[config.mk]
export PLATFORM = sky130hd
export DESIGN_NAME = axi_bridge
export DESIGN_NICKNAME = d
export VERILOG_FILES = /design/src/rtl/axi_bridge.sv
export SDC_FILE = /design/constraint.sdc
export NUM_CORES = 1
export LEC_CHECK = 0
export CAP_MARGIN = 20
export CELL_PAD_IN_SITES_DETAIL_PLACEMENT = 2
export CELL_PAD_IN_SITES_GLOBAL_PLACEMENT = 2
export CORE_MARGIN = 5
export CORE_UTILIZATION = 18
export CTS_CLUSTER_SIZE = 8
export DETAILED_ROUTE_END_ITERATION = 8
export PLACE_DENSITY = 0.77
export SETUP_SLACK_MARGIN = 0.05
export SLEW_MARGIN = 20
export SYNTH_ARGS = -nofsm -noshare
export SYNTH_HDL_FRONTEND = slang
export SYNTH_SLANG_ARGS = --single-unit
[constraint.sdc]
create_clock -name clk -period 3.08 [get_ports clk]
set_clock_uncertainty 0.05 [all_clocks]
set_input_delay 0.616 -clock clk [delete_from_list [all_inputs] [get_ports clk]]
set_output_delay 0.616 -clock clk [all_outputs]
set_load 0.05 [all_outputs]
[src/rtl/axi_bridge.sv]
// axi_bridge
// ----------
// Bridges the core's two SRAM-like ports onto one AXI3 master port.
// The instruction port is read-only. The data port carries both loads and
// stores. Fetches and loads share AR/R, with a data load winning over a fetch
// in the same cycle. Stores use AW/W/B.
//
// The data port is serialised: at most one data transaction (load or store)
// is outstanding at a time. A fetch may run alongside an outstanding store.
//
// Ports
//   clk, reset              : clock and synchronous active-high reset
//   inst_sram_*             : instruction request/response port (read-only)
//   data_sram_*             : data request/response port (load/store)
//   ar* / r*                : AXI3 read address and read data channels
//   aw* / w* / b*           : AXI3 write address, write data and response
//   unused AXI inputs       : rresp, rlast, bid, bresp (ignored)
module axi_bridge (
  input  logic        clk,
  input  logic        reset,
  // instruction port
  input  logic        inst_sram_req,
  input  logic        inst_sram_wr,
  input  logic [1:0]  inst_sram_size,
  input  logic [3:0]  inst_sram_wstrb,
  input  logic [31:0] inst_sram_addr,
  input  logic [31:0] inst_sram_wdata,
  output logic        inst_sram_addr_ok,
  output logic        inst_sram_data_ok,
  output logic [31:0] inst_sram_rdata,
  // data port
  input  logic        data_sram_req,
  input  logic        data_sram_wr,
  input  logic [1:0]  data_sram_size,
  input  logic [3:0]  data_sram_wstrb,
  input  logic [31:0] data_sram_addr,
  input  logic [31:0] data_sram_wdata,
  output logic        data_sram_addr_ok,
  output logic        data_sram_data_ok,
  output logic [31:0] data_sram_rdata,
  // AR channel
  output logic [3:0]  arid,
  output logic [31:0] araddr,
  output logic [3:0]  arlen,
  output logic [2:0]  arsize,
  output logic [1:0]  arburst,
  output logic [1:0]  arlock,
  output logic [3:0]  arcache,
  output logic [2:0]  arprot,
  output logic        arvalid,
  input  logic        arready,
  // R channel
  input  logic [3:0]  rid,
  input  logic [31:0] rdata,
  input  logic [1:0]  rresp,
  input  logic        rlast,
  input  logic        rvalid,
  output logic        rready,
  // AW channel
  output logic [3:0]  awid,
  output logic [31:0] awaddr,
  output logic [3:0]  awlen,
  output logic [2:0]  awsize,
  output logic [1:0]  awburst,
  output logic [1:0]  awlock,
  output logic [3:0]  awcache,
  output logic [2:0]  awprot,
  output logic        awvalid,
  input  logic        awready,
  // W channel
  output logic [3:0]  wid,
  output logic [31:0] wdata,
  output logic [3:0]  wstrb,
  output logic        wlast,
  output logic        wvalid,
  input  logic        wready,
  // B channel
  input  logic [3:0]  bid,
  input  logic [1:0]  bresp,
  input  logic        bvalid,
  output logic        bready
);

  typedef enum logic [1:0] {
    RD_IDLE = 2'd0,
    RD_AR   = 2'd1,
    RD_R    = 2'd2
  } rd_state_e;

  typedef enum logic [1:0] {
    WR_IDLE = 2'd0,
    WR_AW   = 2'd1,
    WR_B    = 2'd2
  } wr_state_e;

  rd_state_e   rd_state_q, rd_state_d;
  wr_state_e   wr_state_q, wr_state_d;

  logic [3:0]  arid_q,   arid_d;
  logic [31:0] araddr_q, araddr_d;
  logic [2:0]  arsize_q, arsize_d;

  logic [31:0] awaddr_q, awaddr_d;
  logic [2:0]  awsize_q, awsize_d;
  logic [31:0] wdata_q,  wdata_d;
  logic [3:0]  wstrb_q,  wstrb_d;
  logic        awvalid_q, awvalid_d;
  logic        wvalid_q,  wvalid_d;

  logic        data_busy_s;
  logic        load_acc_s;
  logic        store_acc_s;
  logic        fetch_acc_s;
  logic        unused_inputs_s;

  // Acceptance decode: the data port is serialised against any outstanding
  // data read (arid 1) or store; a fetch yields to a load in the same cycle.
  always_comb begin
    data_busy_s = ((rd_state_q != RD_IDLE) && (arid_q == 4'd1)) ||
                  (wr_state_q != WR_IDLE);
    load_acc_s  = !reset && data_sram_req && !data_sram_wr &&
                  !data_busy_s && (rd_state_q == RD_IDLE);
    store_acc_s = !reset && data_sram_req && data_sram_wr && !data_busy_s;
    fetch_acc_s = !reset && inst_sram_req && (rd_state_q == RD_IDLE) &&
                  !load_acc_s;
  end

  // Read FSM next state and AR request capture.
  always_comb begin
    rd_state_d = rd_state_q;
    arid_d     = arid_q;
    araddr_d   = araddr_q;
    arsize_d   = arsize_q;
    case (rd_state_q)
      RD_IDLE: begin
        if (load_acc_s) begin
          rd_state_d = RD_AR;
          arid_d     = 4'd1;
          araddr_d   = data_sram_addr;
          arsize_d   = {1'b0, data_sram_size};
        end else if (fetch_acc_s) begin
          rd_state_d = RD_AR;
          arid_d     = 4'd0;
          araddr_d   = inst_sram_addr;
          arsize_d   = {1'b0, inst_sram_size};
        end else begin
          rd_state_d = RD_IDLE;
        end
      end
      RD_AR: begin
        if (arready) begin
          rd_state_d = RD_R;
        end else begin
          rd_state_d = RD_AR;
        end
      end
      RD_R: begin
        if (rvalid) begin
          rd_state_d = RD_IDLE;
        end else begin
          rd_state_d = RD_R;
        end
      end
      default: begin
        rd_state_d = RD_IDLE;
      end
    endcase
  end

  // Read FSM state and AR request registers.
  always_ff @(posedge clk) begin
    if (reset) begin
      rd_state_q <= RD_IDLE;
      arid_q     <= 4'd0;
      araddr_q   <= 32'd0;
      arsize_q   <= 3'd0;
    end else begin
      rd_state_q <= rd_state_d;
      arid_q     <= arid_d;
      araddr_q   <= araddr_d;
      arsize_q   <= arsize_d;
    end
  end

  // Write FSM next state; AW and W valids drop independently on their own
  // handshake, and the response phase starts once both have gone.
  always_comb begin
    wr_state_d = wr_state_q;
    awaddr_d   = awaddr_q;
    awsize_d   = awsize_q;
    wdata_d    = wdata_q;
    wstrb_d    = wstrb_q;
    awvalid_d  = awvalid_q;
    wvalid_d   = wvalid_q;
    case (wr_state_q)
      WR_IDLE: begin
        if (store_acc_s) begin
          wr_state_d = WR_AW;
          awaddr_d   = data_sram_addr;
          awsize_d   = {1'b0, data_sram_size};
          wdata_d    = data_sram_wdata;
          wstrb_d    = data_sram_wstrb;
          awvalid_d  = 1'b1;
          wvalid_d   = 1'b1;
        end else begin
          wr_state_d = WR_IDLE;
        end
      end
      WR_AW: begin
        awvalid_d = awvalid_q & ~awready;
        wvalid_d  = wvalid_q & ~wready;
        if (!awvalid_d && !wvalid_d) begin
          wr_state_d = WR_B;
        end else begin
          wr_state_d = WR_AW;
        end
      end
      WR_B: begin
        if (bvalid) begin
          wr_state_d = WR_IDLE;
        end else begin
          wr_state_d = WR_B;
        end
      end
      default: begin
        wr_state_d = WR_IDLE;
        awvalid_d  = 1'b0;
        wvalid_d   = 1'b0;
      end
    endcase
  end

  // Write FSM state, AW/W request registers and their valid flags.
  always_ff @(posedge clk) begin
    if (reset) begin
      wr_state_q <= WR_IDLE;
      awaddr_q   <= 32'd0;
      awsize_q   <= 3'd0;
      wdata_q    <= 32'd0;
      wstrb_q    <= 4'd0;
      awvalid_q  <= 1'b0;
      wvalid_q   <= 1'b0;
    end else begin
      wr_state_q <= wr_state_d;
      awaddr_q   <= awaddr_d;
      awsize_q   <= awsize_d;
      wdata_q    <= wdata_d;
      wstrb_q    <= wstrb_d;
      awvalid_q  <= awvalid_d;
      wvalid_q   <= wvalid_d;
    end
  end

  // Core-side handshakes. The two data_ok terms cannot coincide because the
  // data port never has a load and a store outstanding together.
  assign inst_sram_addr_ok = fetch_acc_s;
  assign data_sram_addr_ok = load_acc_s | store_acc_s;
  assign inst_sram_data_ok = !reset && rvalid && rready && (rid == 4'd0);
  assign data_sram_data_ok = !reset &&
                             ((rvalid && rready && (rid == 4'd1)) ||
                              (bvalid && bready));
  assign inst_sram_rdata   = rdata;
  assign data_sram_rdata   = rdata;

  // AXI request outputs, all from registers.
  assign arid    = arid_q;
  assign araddr  = araddr_q;
  assign arsize  = arsize_q;
  assign arvalid = (rd_state_q == RD_AR);
  assign rready  = (rd_state_q == RD_R);
  assign awaddr  = awaddr_q;
  assign awsize  = awsize_q;
  assign awvalid = awvalid_q;
  assign wdata   = wdata_q;
  assign wstrb   = wstrb_q;
  assign wvalid  = wvalid_q;
  assign bready  = (wr_state_q == WR_B);

  // Fixed single-beat, incrementing, normal-access attributes.
  assign arlen   = 4'd0;
  assign awlen   = 4'd0;
  assign arburst = 2'b01;
  assign awburst = 2'b01;
  assign arlock  = 2'd0;
  assign awlock  = 2'd0;
  assign arcache = 4'd0;
  assign awcache = 4'd0;
  assign arprot  = 3'd0;
  assign awprot  = 3'd0;
  assign awid    = 4'd1;
  assign wid     = 4'd1;
  assign wlast   = 1'b1;

  // Inputs the bridge deliberately ignores.
  assign unused_inputs_s = ^{inst_sram_wr, inst_sram_wstrb, inst_sram_wdata,
                             rresp, rlast, bid, bresp};

endmodule

## Word-level counts from Yosys, hierarchy flattened

Cells that the tools add are included.

- Logic and storage cells: 77
- Input port bits: 196
- Output and inout port bits: 222
- Register bits: 115

- Muxes and demuxes: 18
- Reductions and logical operators: 35
- Equality and inequality tests: 7
- Bitwise logic cells: 6

Operator list:

| cell | count |
|---|---|
| $mux W32 | 2 |
| $logic_and A1 B1 Y1 | 18 |
| $pmux W2 S3 | 2 |
| $eq A4 B1 Y1 const B | 2 |
| $mux W2 | 4 |
| $mux W4 | 2 |
| $logic_not A1 Y1 | 6 |
| $mux W3 | 2 |
| $pmux W1 S3 | 2 |
| $reduce_and A2 Y1 | 3 |
| $reduce_bool A2 Y1 | 3 |
| $eq A2 B1 Y1 const B | 2 |
| $eq A2 B2 Y1 const B | 2 |
| $logic_not A2 Y1 | 2 |
| $logic_not A4 Y1 | 1 |
| $mux W1 | 4 |
| $not A1 Y1 | 3 |
| $and A1 B1 Y1 | 2 |
| $logic_or A1 B1 Y1 | 2 |
| $ne A2 B2 Y1 const B | 1 |
| $or A1 B1 Y1 | 1 |

## Depth between registers and ports, before layout

Gate-level depths: netlist (run 1).

- Depth after elaboration: 11
- Mapped depth: 7
- Mapped depth without buffers: 3

## Worst setup path before layout (run 1)

OpenSTA, ideal clock, no wires.

- Path type: reg2out
- Start point: reg rd_state_q[0]
- End point: out inst_sram_data_ok
- Stages on the path, launching flop included: 5
- Path buffers: 1
- Path slack: -18 ps
- Required time: 2414 ps
- Data arrival time: 2432 ps
- Cell sequence: dfxtp_1 > clkbuf_1 > nor2b_1 > nand2_1 > nor3_1

- Longest elaborated chain between the ends: 3

RTL lines:

| item | line | source |
|---|---|---|
| from (decl) | 96 | `rd_state_e rd_state_q, rd_state_d;` |
| from (signal assigned) | 178 | `rd_state_q <= rd_state_d;` |
| $eq A2 B2 Y1 | 270 | `assign rready = (rd_state_q == RD_R);` |
| via rready | 58 | `output logic rready,` |
| $logic_and A1 B1 Y1 (2 in series) | 258 | `assign inst_sram_data_ok = !reset && rvalid && rready && (rid == 4'd0);` |
| to (decl) | 29 | `output logic inst_sram_data_ok,` |

The timed path passes the listed nets, and every way through them passes these cells.

## Worst setup path after layout (run 1)

- Start point: in data_sram_req
- End point: out data_sram_addr_ok

- Longest elaborated chain between the ends: 5
- Elaborated cells on any way between the ends: 7
- Classes of those cells: bitwise: 1; reduce/logical: 6

RTL lines:

| item | line | source |
|---|---|---|
| from (decl) | 32 | `input logic data_sram_req,` |
| $logic_and A1 B1 Y1 (*) | 121, 123 |  |
| $logic_and A1 B1 Y1 (2 in series) | 121 | `load_acc_s = !reset && data_sram_req && !data_sram_wr &&` |
| $logic_and A1 B1 Y1 | 122 | `!data_busy_s && (rd_state_q == RD_IDLE);` |
| $or A1 B1 Y1 (*) | 257 | `assign data_sram_addr_ok = load_acc_s \| store_acc_s;` |
| to (decl) | 38 | `output logic data_sram_addr_ok,` |

Every way passes the cells marked *; elsewhere a longest branch is shown, timed or not.

==> results of run 1 <==
-- cell usage after synthesis, types with 4 or more instances --
library cell	n	area share, %
nor2b_1	74	8.1
nor3_1	35	3.1
a311oi_1	34	5.2
inv_1	4	0.26
dfxtp_1	111	39
clkbuf_1	25	1.6
nor2_1	7	0.46
buf_4	109	14
buf_6	8	1.6
nand2_1	71	4.6
mux2_4	68	18
buf_2	5	0.44
-- sequential cells by signal (all words and copies together) (netlist names) --
signal      cells
araddr         32
arid            1
arsize          2
awaddr         32
awsize          2
awvalid         1
rd_state_q      2
wdata          32
wr_state_q      2
wstrb           4
wvalid          1
-- stage by stage --
| step | hold WS (ps) | setup TNS, ps |
|---|---|---|
| CTS | 439 | 0 |
| global route | 473 | 0 |
| finish | 437 | 0 |
| floorplan | 413 | 0 |
| global placement | 413 | -178 |
| detailed placement | 423 | -394 |
-- metal layers --
layer	vias up	global-route usage (%)	part of all wire, %
li1	2114	-	-
met1	2216	14.3	43
met3	45	4.52	7.2
met2	199	19.7	47
met4	2	3.48	2.4
met5	-	0	0.060
-- power groups by stage --
stage,logic [mW],clock network (mW),registers [mW]
3_5_place_dp,1.18,0,1.62
3_3_place_gp,1.17,0,1.61
2_1_floorplan,0.669,0,1.93
4_1_cts,1.18,1.26,1.59
5_1_grt,1.23,1.30,1.60
6_report,1.17,1.18,1.58
-- critical path, stage by stage --
cell	delay, ps
clkdlybuf4s50_1	470
or4b_2	740
nor2_2	240
buf_12	160
-- path summary, 6_finish.rpt --
| path | from | to | cells after the start |
|---|---|---|---|
| max | data_sram_req | data_sram_addr_ok | 4 |
| min | arsize[1]$_SDFFE_PP0P_ | arsize[1]$_SDFFE_PP0P_ | 2 |
| max reg2reg | wr_state_q[1]$_SDFF_PP0_ | awaddr[6]$_SDFFE_PP0P_ | 4 |
| min reg2reg | arsize[1]$_SDFFE_PP0P_ | arsize[1]$_SDFFE_PP0P_ | 2 |
-- cells by family after synthesis --
logic type | synth area share (%)
buf+inv | 18.3
flops | 38.7
other cells | 0.131
mux | 18.2
simple gates | 17.8
compound gates | 6.86
-- cell type report --
type,count,area [µm²]
clock buffer,9,225
timing repair buffer,247,2520
sequential,111,2220
fill,3528,23400
inverter,4,15.0
clock inverter,6,55.1
tap,402,503
multi-input combinational,360,2650
==> impl_results.md, run 1 <==
* Cell area after layout at between 8000 and 9000 µm²
* Initial antenna violation count at 1
* Synth Area per Inst at 9.87 µm²
* Number of I/O pins at around 420
* Slew Limit Headroom at 47.8%
* DIE HEIGHT at 189 µm
* Pins Over Slew Limit at 0
* H-Tree Depth at 3
* PostCTS Resize Cnt at 0
* Setup crit start kind: primary input
* Max_cap viols at 0
* Gpl congestion at between 0.7 and 0.8
* Critical Path RT at 2410 ps
* Main flop type after synthesis: dfxtp_1
* Initial DRC count at 91
* Row cnt at 65
* Port-buffer cells at ~230
* Clock share of power at a little under a third
* RSZ-0062 raised after global routing: false
* Clock Latency Late Sink at 370 ps
* Leakage at roughly 3.2 nW
* Routed Antenna Nets at 0
* Initial Util at 18.2%
* Commonest cells after routing, fill and taps aside: 226 x clkdlybuf4s50_1, 111 x dfxtp_1, 74 x nor2b_1
* Critical Path AT at 2240 ps
* Area after DPL at 7910 µm²
* Clk sinks at 111
* Post-CTS Hold Fix Bufs at 0
* Clock Tree Buf Depth at 2
* CP endpoint kind: output pin
* Total track usage at a little under an eighth
* Global route total overflow at 0
* Final count of hold timing violations at 0
* Dpl cells at 1124
* Most common cell after layout, fill and taps aside: clkdlybuf4s50_1
* Post-synthesis cell type count at 33
* DR pass1 iterations at 4
* Area Growth Syn to Fin at 42.7%
* Fin worst setup slack at 173 ps
* Post-DR wirelength/cell at between 15 and 20 µm
* Sequential share of power at 40.3%
* Hpwl dp at 16.0 mm
* Internal reg-to-reg setup slack at 580 ps
* Slew @ Worst Pin at around 780 ps
* NetSw at 1.39 mW
* Tightest Hold Check Type: register to register
* Die width at 189 µm
* Routed vias at about 4.6k
* Seq/Total Area, Yosys at 38.7%
* Final nets at 929
* Clock transition at path regs at 70 ps
* Power Dens Cells at 480 nW/µm²
* Post-Route Utilization at 26.0%
* Asr flop ratio synth at 0%
* FF+latch count, synth at approximately 110
* Largest net degree at the start of global routing at 61
* Post-synth EDFFs at 0
* N_diodes at 0
* CTS tree: built
* Max frequency at 344 MHz
* Pwr Total at 3.93 mW
* Peak supply drop at 0.255 mV
* Fin crit share at 94.4%
* Die area at 35600 µm²
* Synth warnings at 0
* Outcome: finished, final reports clean
* CTS Root Cell: clkbuf_16
* Routed WL at around 22 mm
* Mapped Area at 5740 µm²
* Final worst path period need at 2910 ps
* Vias in the first global route at 5099
* Global-route wire length before repair at between 30 and 40 mm
* Power share of the combinational group at 29.7%
* Switching part of the total power at between 30% and 40%
* Core Area at ~32000 µm²
* Drt via density at ~4
* Post-Syn Instances at approximately 580
* Crit path kind: primary input to output pin
* Setup bufs post-CTS at 0
* Worst-path maximum fanout at 6
* Internal power at 2.54 mW
* Share of cells above drive strength 1 at 15.9%
* Remaining DRCs at 0
* Final setup violation count at 0
* Non-Filler Instances at 1139
* Pre-CTS WS at -27.2 ps
* CTS buffer count at 9
No activity file was read; power rests on OpenSTA's default activity.
==> inputs of run 2 (changes only) <==
--- a/config.mk
+++ b/config.mk
@@ -12,6 +12,7 @@
 export CORE_UTILIZATION = 18
 export CTS_CLUSTER_SIZE = 8
 export DETAILED_ROUTE_END_ITERATION = 8
+export HOLD_SLACK_MARGIN = 0.05
 export PLACE_DENSITY = 0.77
 export SETUP_SLACK_MARGIN = 0.05
 export SLEW_MARGIN = 20
==> results of run 2 <==
Same layout as run 1: the final DEF is identical, and so are final timing and power.
